[src/rtl/frame_draw_arbiter_pkg.sv]
// Shared frame-manager constants: draw-surface geometry, bus widths, idle source ID.
// Latency: n/a (types, constants and one pure helper function).
// Backpressure: n/a.
package frame_draw_arbiter_pkg;

  localparam int DRAW_WIDTH        = 160;
  localparam int DRAW_HEIGHT       = 120;
  localparam int DRAW_WIDTH_ADDRW  = $clog2(DRAW_WIDTH);
  localparam int DRAW_HEIGHT_ADDRW = $clog2(DRAW_HEIGHT);
  localparam int COLOR_DEPTH       = 8;
  localparam int FB_ADDRW          = $clog2(DRAW_WIDTH * DRAW_HEIGHT);

  // One bit wider than the default source count needs, so the all-ones idle
  // ID can never alias a real source (supports up to 7 sources).
  localparam int SOURCE_SEL_ADDRW = 3;
  localparam logic [SOURCE_SEL_ADDRW-1:0] IDLE_SOURCE_ID = '1;

  // Linear framebuffer address of pixel (x, y), unsigned at FB_ADDRW width.
  function automatic logic [FB_ADDRW-1:0] pixel_addr(
    input logic [DRAW_WIDTH_ADDRW-1:0]  x,
    input logic [DRAW_HEIGHT_ADDRW-1:0] y
  );
    return FB_ADDRW'(y) * FB_ADDRW'(DRAW_WIDTH) + FB_ADDRW'(x);
  endfunction

endpackage

[src/rtl/draw_addr_gen.sv]
// Beat register: filters a pixel beat and turns (x, y) into a framebuffer write.
// Latency: exactly 1 cycle from beat to fb_we/fb_addr/fb_data.
// Backpressure: none; every accepted beat is written, rejected beats vanish.
module draw_addr_gen
  import frame_draw_arbiter_pkg::*;
(
  input  logic                         clk,
  input  logic                         resetN,
  input  logic                         beat_vld,
  input  logic                         beat_transparent,
  input  logic [DRAW_WIDTH_ADDRW-1:0]  beat_x,
  input  logic [DRAW_HEIGHT_ADDRW-1:0] beat_y,
  input  logic [COLOR_DEPTH-1:0]       beat_color,
  output logic                         fb_we,
  output logic [FB_ADDRW-1:0]          fb_addr,
  output logic [COLOR_DEPTH-1:0]       fb_data
);

  localparam logic [DRAW_WIDTH_ADDRW-1:0]  X_LIMIT = DRAW_WIDTH_ADDRW'(DRAW_WIDTH);
  localparam logic [DRAW_HEIGHT_ADDRW-1:0] Y_LIMIT = DRAW_HEIGHT_ADDRW'(DRAW_HEIGHT);

  logic                   we_d, we_q;
  logic [FB_ADDRW-1:0]    addr_d, addr_q;
  logic [COLOR_DEPTH-1:0] data_d, data_q;

  // Accept only opaque, on-screen beats; others are dropped without any signal.
  always_comb begin
    we_d   = beat_vld && !beat_transparent && (beat_x < X_LIMIT) && (beat_y < Y_LIMIT);
    addr_d = pixel_addr(beat_x, beat_y);
    data_d = beat_color;
  end

  // Write-port register; address/data only move on an accepted beat.
  always_ff @(posedge clk or negedge resetN) begin
    if (!resetN) begin
      we_q   <= 1'b0;
      addr_q <= '0;
      data_q <= '0;
    end else begin
      we_q <= we_d;
      if (we_d) begin
        addr_q <= addr_d;
        data_q <= data_d;
      end
    end
  end

  assign fb_we   = we_q;
  assign fb_addr = addr_q;
  assign fb_data = data_q;

endmodule

[src/rtl/frame_draw_arbiter.sv]
// Composes the back framebuffer: optional clear pass, then polls each draw source in turn.
// Latency: framebuffer writes trail the clear counter / bus beat by exactly 1 cycle.
// Backpressure: none on the bus; a silent source is skipped after TIMEOUT_CYCLES of waiting.
module frame_draw_arbiter
  import frame_draw_arbiter_pkg::*;
#(
  parameter int                     SOURCE_COUNT   = 4,
  parameter int                     TIMEOUT_CYCLES = 4096,
  parameter logic [COLOR_DEPTH-1:0] CLEAR_COLOR    = '0
) (
  input  logic                         clk,
  input  logic                         resetN,
  input  logic                         frame_start,
  input  logic                         clear_en,
  output logic [SOURCE_SEL_ADDRW-1:0]  write_source_sel,
  output logic                         write_awaited,
  input  logic                         write_active,
  input  logic                         write_transparent,
  input  logic [COLOR_DEPTH-1:0]       write_color_data,
  input  logic [DRAW_WIDTH_ADDRW-1:0]  write_x_addr,
  input  logic [DRAW_HEIGHT_ADDRW-1:0] write_y_addr,
  output logic                         fb_we,
  output logic [FB_ADDRW-1:0]          fb_addr,
  output logic [COLOR_DEPTH-1:0]       fb_data,
  output logic                         busy,
  output logic                         frame_done,
  output logic                         overrun,
  output logic                         timeout_err
);

  localparam int TMO_W = $clog2(TIMEOUT_CYCLES) + 1;
  localparam logic [TMO_W-1:0]            TMO_LAST = TMO_W'(TIMEOUT_CYCLES - 1);
  localparam logic [SOURCE_SEL_ADDRW-1:0] SRC_LAST = SOURCE_SEL_ADDRW'(SOURCE_COUNT - 1);
  localparam logic [DRAW_WIDTH_ADDRW-1:0]  CLR_X_LAST = DRAW_WIDTH_ADDRW'(DRAW_WIDTH - 1);
  localparam logic [DRAW_HEIGHT_ADDRW-1:0] CLR_Y_LAST = DRAW_HEIGHT_ADDRW'(DRAW_HEIGHT - 1);

  typedef enum logic [2:0] {
    ST_IDLE,
    ST_CLEAR,
    ST_SELECT,
    ST_WAIT,
    ST_STREAM,
    ST_NEXT,
    ST_DONE
  } state_t;

  state_t                        state_d, state_q;
  logic [SOURCE_SEL_ADDRW-1:0]   src_d, src_q;
  logic [TMO_W-1:0]              tmo_cnt_d, tmo_cnt_q;
  logic [DRAW_WIDTH_ADDRW-1:0]   clr_x_d, clr_x_q;
  logic [DRAW_HEIGHT_ADDRW-1:0]  clr_y_d, clr_y_q;
  logic                          overrun_d, overrun_q;
  logic                          timeout_err_d, timeout_err_q;

  logic                          beat_vld;
  logic                          beat_transparent;
  logic [DRAW_WIDTH_ADDRW-1:0]   beat_x;
  logic [DRAW_HEIGHT_ADDRW-1:0]  beat_y;
  logic [COLOR_DEPTH-1:0]        beat_color;

  // State, source index, counters and sticky flags.
  always_ff @(posedge clk or negedge resetN) begin
    if (!resetN) begin
      state_q       <= ST_IDLE;
      src_q         <= '0;
      tmo_cnt_q     <= '0;
      clr_x_q       <= '0;
      clr_y_q       <= '0;
      overrun_q     <= 1'b0;
      timeout_err_q <= 1'b0;
    end else begin
      state_q       <= state_d;
      src_q         <= src_d;
      tmo_cnt_q     <= tmo_cnt_d;
      clr_x_q       <= clr_x_d;
      clr_y_q       <= clr_y_d;
      overrun_q     <= overrun_d;
      timeout_err_q <= timeout_err_d;
    end
  end

  // Next-state logic; a frame_start in any non-idle state (DONE included) is an overrun.
  always_comb begin
    state_d       = state_q;
    src_d         = src_q;
    tmo_cnt_d     = tmo_cnt_q;
    clr_x_d       = clr_x_q;
    clr_y_d       = clr_y_q;
    timeout_err_d = timeout_err_q;
    overrun_d     = overrun_q | (frame_start && (state_q != ST_IDLE));

    unique case (state_q)
      ST_IDLE: begin
        if (frame_start) begin
          src_d   = '0;
          clr_x_d = '0;
          clr_y_d = '0;
          state_d = clear_en ? ST_CLEAR : ST_SELECT;
        end
      end
      ST_CLEAR: begin
        if (clr_x_q == CLR_X_LAST) begin
          clr_x_d = '0;
          if (clr_y_q == CLR_Y_LAST) begin
            clr_y_d = '0;
            src_d   = '0;
            state_d = ST_SELECT;
          end else begin
            clr_y_d = clr_y_q + DRAW_HEIGHT_ADDRW'(1);
          end
        end else begin
          clr_x_d = clr_x_q + DRAW_WIDTH_ADDRW'(1);
        end
      end
      ST_SELECT: begin
        tmo_cnt_d = '0;
        state_d   = ST_WAIT;
      end
      ST_WAIT: begin
        if (write_active) begin
          state_d = ST_STREAM;
        end else if (tmo_cnt_q == TMO_LAST) begin
          timeout_err_d = 1'b1;
          state_d       = ST_NEXT;
        end else begin
          tmo_cnt_d = tmo_cnt_q + TMO_W'(1);
        end
      end
      ST_STREAM: begin
        if (!write_active) state_d = ST_NEXT;
      end
      ST_NEXT: begin
        if (src_q == SRC_LAST) begin
          state_d = ST_DONE;
        end else begin
          src_d   = src_q + SOURCE_SEL_ADDRW'(1);
          state_d = ST_SELECT;
        end
      end
      ST_DONE: begin
        state_d = ST_IDLE;
      end
      default: begin
        state_d = ST_IDLE;
      end
    endcase
  end

  // Beat source: the clear raster in CLEAR, the shared bus in STREAM, nothing otherwise
  // (the bus floats whenever the idle ID is selected).
  always_comb begin
    beat_vld         = 1'b0;
    beat_transparent = 1'b0;
    beat_x           = clr_x_q;
    beat_y           = clr_y_q;
    beat_color       = CLEAR_COLOR;
    if (state_q == ST_CLEAR) begin
      beat_vld = 1'b1;
    end else if (state_q == ST_STREAM) begin
      beat_vld         = write_active;
      beat_transparent = write_transparent;
      beat_x           = write_x_addr;
      beat_y           = write_y_addr;
      beat_color       = write_color_data;
    end
  end

  // Status and bus-ownership outputs decoded from the current state.
  always_comb begin
    busy          = (state_q != ST_IDLE);
    frame_done    = (state_q == ST_DONE);
    write_awaited = (state_q == ST_WAIT);
    if ((state_q == ST_SELECT) || (state_q == ST_WAIT) || (state_q == ST_STREAM)) begin
      write_source_sel = src_q;
    end else begin
      write_source_sel = IDLE_SOURCE_ID;
    end
  end

  assign overrun     = overrun_q;
  assign timeout_err = timeout_err_q;

  draw_addr_gen u_addr_gen (
    .clk              (clk),
    .resetN           (resetN),
    .beat_vld         (beat_vld),
    .beat_transparent (beat_transparent),
    .beat_x           (beat_x),
    .beat_y           (beat_y),
    .beat_color       (beat_color),
    .fb_we            (fb_we),
    .fb_addr          (fb_addr),
    .fb_data          (fb_data)
  );

endmodule

[config.mk]
export PLATFORM = sky130hd
export DESIGN_NAME = frame_draw_arbiter
export DESIGN_NICKNAME = d
export VERILOG_FILES = /design/src/rtl/frame_draw_arbiter_pkg.sv /design/src/rtl/draw_addr_gen.sv /design/src/rtl/frame_draw_arbiter.sv
export SDC_FILE = /design/constraint.sdc
export NUM_CORES = 1
export LEC_CHECK = 0
export ABC_CLOCK_PERIOD_IN_PS = 9400
export BUFFER_PORTS_ARGS = -buffer_cell sky130_fd_sc_hd__buf_4
export CAP_MARGIN = 20
export CORE_ASPECT_RATIO = 0.6
export CORE_MARGIN = 2
export CORE_UTILIZATION = 30
export CTS_CLUSTER_DIAMETER = 100
export DETAILED_ROUTE_END_ITERATION = 6
export GPL_ROUTABILITY_DRIVEN = 0
export SYNTH_ARGS = -nofsm -noshare
export SYNTH_HDL_FRONTEND = slang
export SYNTH_SLANG_ARGS = --single-unit
[constraint.sdc]
create_clock -name clk -period 9.4 [get_ports clk]
set_input_delay 0 -clock clk [delete_from_list [all_inputs] [get_ports clk]]
set_output_delay 0 -clock clk [all_outputs]
set_load 0.005 [all_outputs]
==> out/metrics.csv <==
metric,value,unit
status,"complete, no violations",
cts_htree_levels,3,
drt_wl_total,9811,µm
row_count,30,
die_h,88.82,µm
postCtsSetupBuffers,0,
crit_required,9.65,ns
start_kind,flop,
grt_pass1_vias,3242,
yosysWarningCount,0,
vias_per_cell,5.118,
cts_max_path_buffers,2,
rsz0062_at_grt,false,
firstDrtPassIters,4,
dp_hpwl,7107,µm
cts_inserted_buffers,9,
critPathSlowestCell,dfrtp_1,
slew_viol_final,0,
hp-class,input port to flop,
synth_common_cells,"60 x dfrtp_1, 37 x o21ai_0, 24 x nand2_1",
synth-async-reset-ratio,1.000,
synthTopCellsByArea,"dfrtp_1 42%, ha_1 6.3%, o21ai_0 5.1%",
drc_errors,0,
fin_crit,3.929,ns
cts.clk_slew.worst_paths,0.05,ns
globalRouteOverflowTotal,0,
cts_sinks,60,
ir_worst_vdd,0.1068,mV
yosysTopAreaCellShare,0.4174,
p_total,1.231,mW
vias,3163,
grt_first_pass_wirelength,16580,µm
use_met1,0.2286,
crit_path_cell_trace,"nor3b_4, buf_4, mux2i_1, inv_1, ha_1, ha_1, fa_1, a21o_1, a21oi_1, xnor2_1, or3_1, a31oi_1",
syn_area,3597,µm²
clock-root-buffer,clkbuf_16,
syn_to_final_growth,30.75,%
num_antenna_cells,0,
finalClockSkew,0.006136,ns
synth_nets,425,
ys.flop_type,dfrtp_1,
placed_area,4210,µm²
drtAntennaViolNets,0,
grt_max_degree,61,
grt_busiest_layer,met2,
num-nets-final,502,
syn_area_per_cell,9.567,µm²
tightest_slew,0.9554,ns
drt_iter0_markers,137,
grtUsageTotal,0.1632,
insertion_delay,0.33,ns
start_util,0.3132,
die_area,12910,µm²
nFillCells,1160,
critPathMaxFanout,24,
critPathKind,flop to flop,
cts_tree,yes,
global_route.usage.met2,0.2456,
critical_path_arrival,4.18,ns
path_common_cell,ha_1,
die_x,145.4,µm
worst_setup_path_end_kind,flop,
setup_viol,0,
antenna_found_initial,0,
drv_cap,0,
cellLeakagePower,2.146,nW
ys_types,56,
cts_resized,0,
worst_path_largest_cell_delay,0.69,ns
tns,0,ns
hold_buffers,15,
io_buffers,60,
syn_inst,376,
synth_edf_count,0,
slew_headroom,0.3578,
synth_top_area_cell,dfrtp_1,
post-synth-top-count-cell,dfrtp_1,
pin_count,61,
fmax,254.5,MHz
core_area,11490,µm²
synth-seq-area-share,0.4174,
finalHoldViolCount,0,
design_area,4703,µm²
power.density,261.7,nW/µm²
drive_gt1_frac,0.2227,
utilization,0.4095,
finalCritPeriodShare,0.4180,
ys_ff_latch,60,
wl_per_cell,15.88,µm
met3_usage,0.04485,
[per-stage QoR]
stage | instances | setup WS, ns | hold WS [ns]
floorplan | 376 | 5.853 | -0.2956
global placement | 586 | 5.599 | 0.1418
detailed placement | 586 | 5.525 | 0.1462
CTS | 617 | 5.498 | 0.03098
global route | 618 | 5.177 | 0.06458
finish | 618 | 5.471 | 0.03897
[power by group]
| group | internal [mW] | switching [mW] | leakage, nW | total, mW |
|---|---|---|---|---|
| logic | 0.216 | 0.250 | 1.18 | 0.466 |
| clock network | 0.254 | 0.117 | 0.162 | 0.370 |
| registers | 0.319 | 0.0756 | 0.801 | 0.395 |
| total | 0.788 | 0.442 | 2.15 | 1.23 |
[sequential cells by signal, summed over array words and instances (netlist names), 3 cells and up]
signal	flops
state_q	3
tmo_cnt_q	13
u_addr_gen.fb_addr	15
clr_x_q	8
src_q	3
clr_y_q	7
u_addr_gen.fb_data	8
[critical path, delay by kind of cell (launching register included)]
| family | cells | cell delay [ns] |
|---|---|---|
| AND/OR/NAND/NOR | 2 | 0.64 |
| AO/OA/AOI/OAI | 3 | 0.57 |
| buffers and inverters | 2 | 0.47 |
| flip-flops | 1 | 0.69 |
| multiplexers | 1 | 0.34 |
| XOR/XNOR | 1 | 0.16 |
| adder cells (fa/ha/maj) | 3 | 0.95 |
[layout make-up]
cell class                 instances  area [µm²]  share of cell area
clock buffer                      13       270.3             0.05746
sequential                        60        1501              0.3192
clock inverter                     3       67.56             0.01437
multi-input combinational        285        1969              0.4187
tap                              160       200.2             0.04256
inverter                          19       73.82             0.01570
timing repair buffer              78       620.6              0.1319
[cells in the final DEF (no fill, tap or decap), types with 9 or more instances in the layout]
| master | netlist | final |
|---|---|---|
| buf_4 | 1 | 62 |
| dfrtp_1 | 60 | 60 |
| o21ai_0 | 37 | 37 |
| nand2_1 | 24 | 24 |
| nor2_1 | 22 | 22 |
| a21oi_1 | 22 | 22 |
| ha_1 | 18 | 18 |
| inv_1 | 17 | 17 |
| o31ai_1 | 15 | 15 |
| dlygate4sd3_1 | 0 | 15 |
| nand3_1 | 14 | 14 |
| xnor2_1 | 13 | 13 |
| mux2i_1 | 12 | 12 |
| a31oi_1 | 12 | 12 |
| nor3_1 | 10 | 10 |
| clkbuf_16 | 0 | 9 |
[layer usage]
metal	share of wire	vias up
li1	-	1549
met1	0.53	1534
met2	0.41	72
met3	0.051	8
met4	0.010	0
met5	0	-
[final timing paths]
path | endpoint | start | cells past startpoint | slack, ns
min in group asynchronous | src_q[1] | resetN | 2 | 0.28
min | state_q[0] | write_active | 3 | 0.04
max reg2reg | u_addr_gen.fb_addr[12] | state_q[2] | 12 | 5.47
max | u_addr_gen.fb_addr[12] | state_q[2] | 12 | 5.47
min reg2reg | overrun | overrun | 1 | 0.47
max in group asynchronous | u_addr_gen.fb_addr[6] | resetN | 2 | 8.57
[cell families (layout without fill, tap and decap cells)]
| logic type | Yosys count | count (layout) | synth area share |
|---|---|---|---|
| compound gates | 114 | 114 | 0.1948 |
| simple gates | 113 | 113 | 0.1711 |
| flops | 60 | 60 | 0.4174 |
| buf+inv | 31 | 113 | 0.03722 |
| mux | 22 | 22 | 0.06679 |
| fa+ha+maj | 20 | 20 | 0.07374 |
| xor+xnor | 16 | 16 | 0.03896 |
Power figures use the tool's default switching activity.
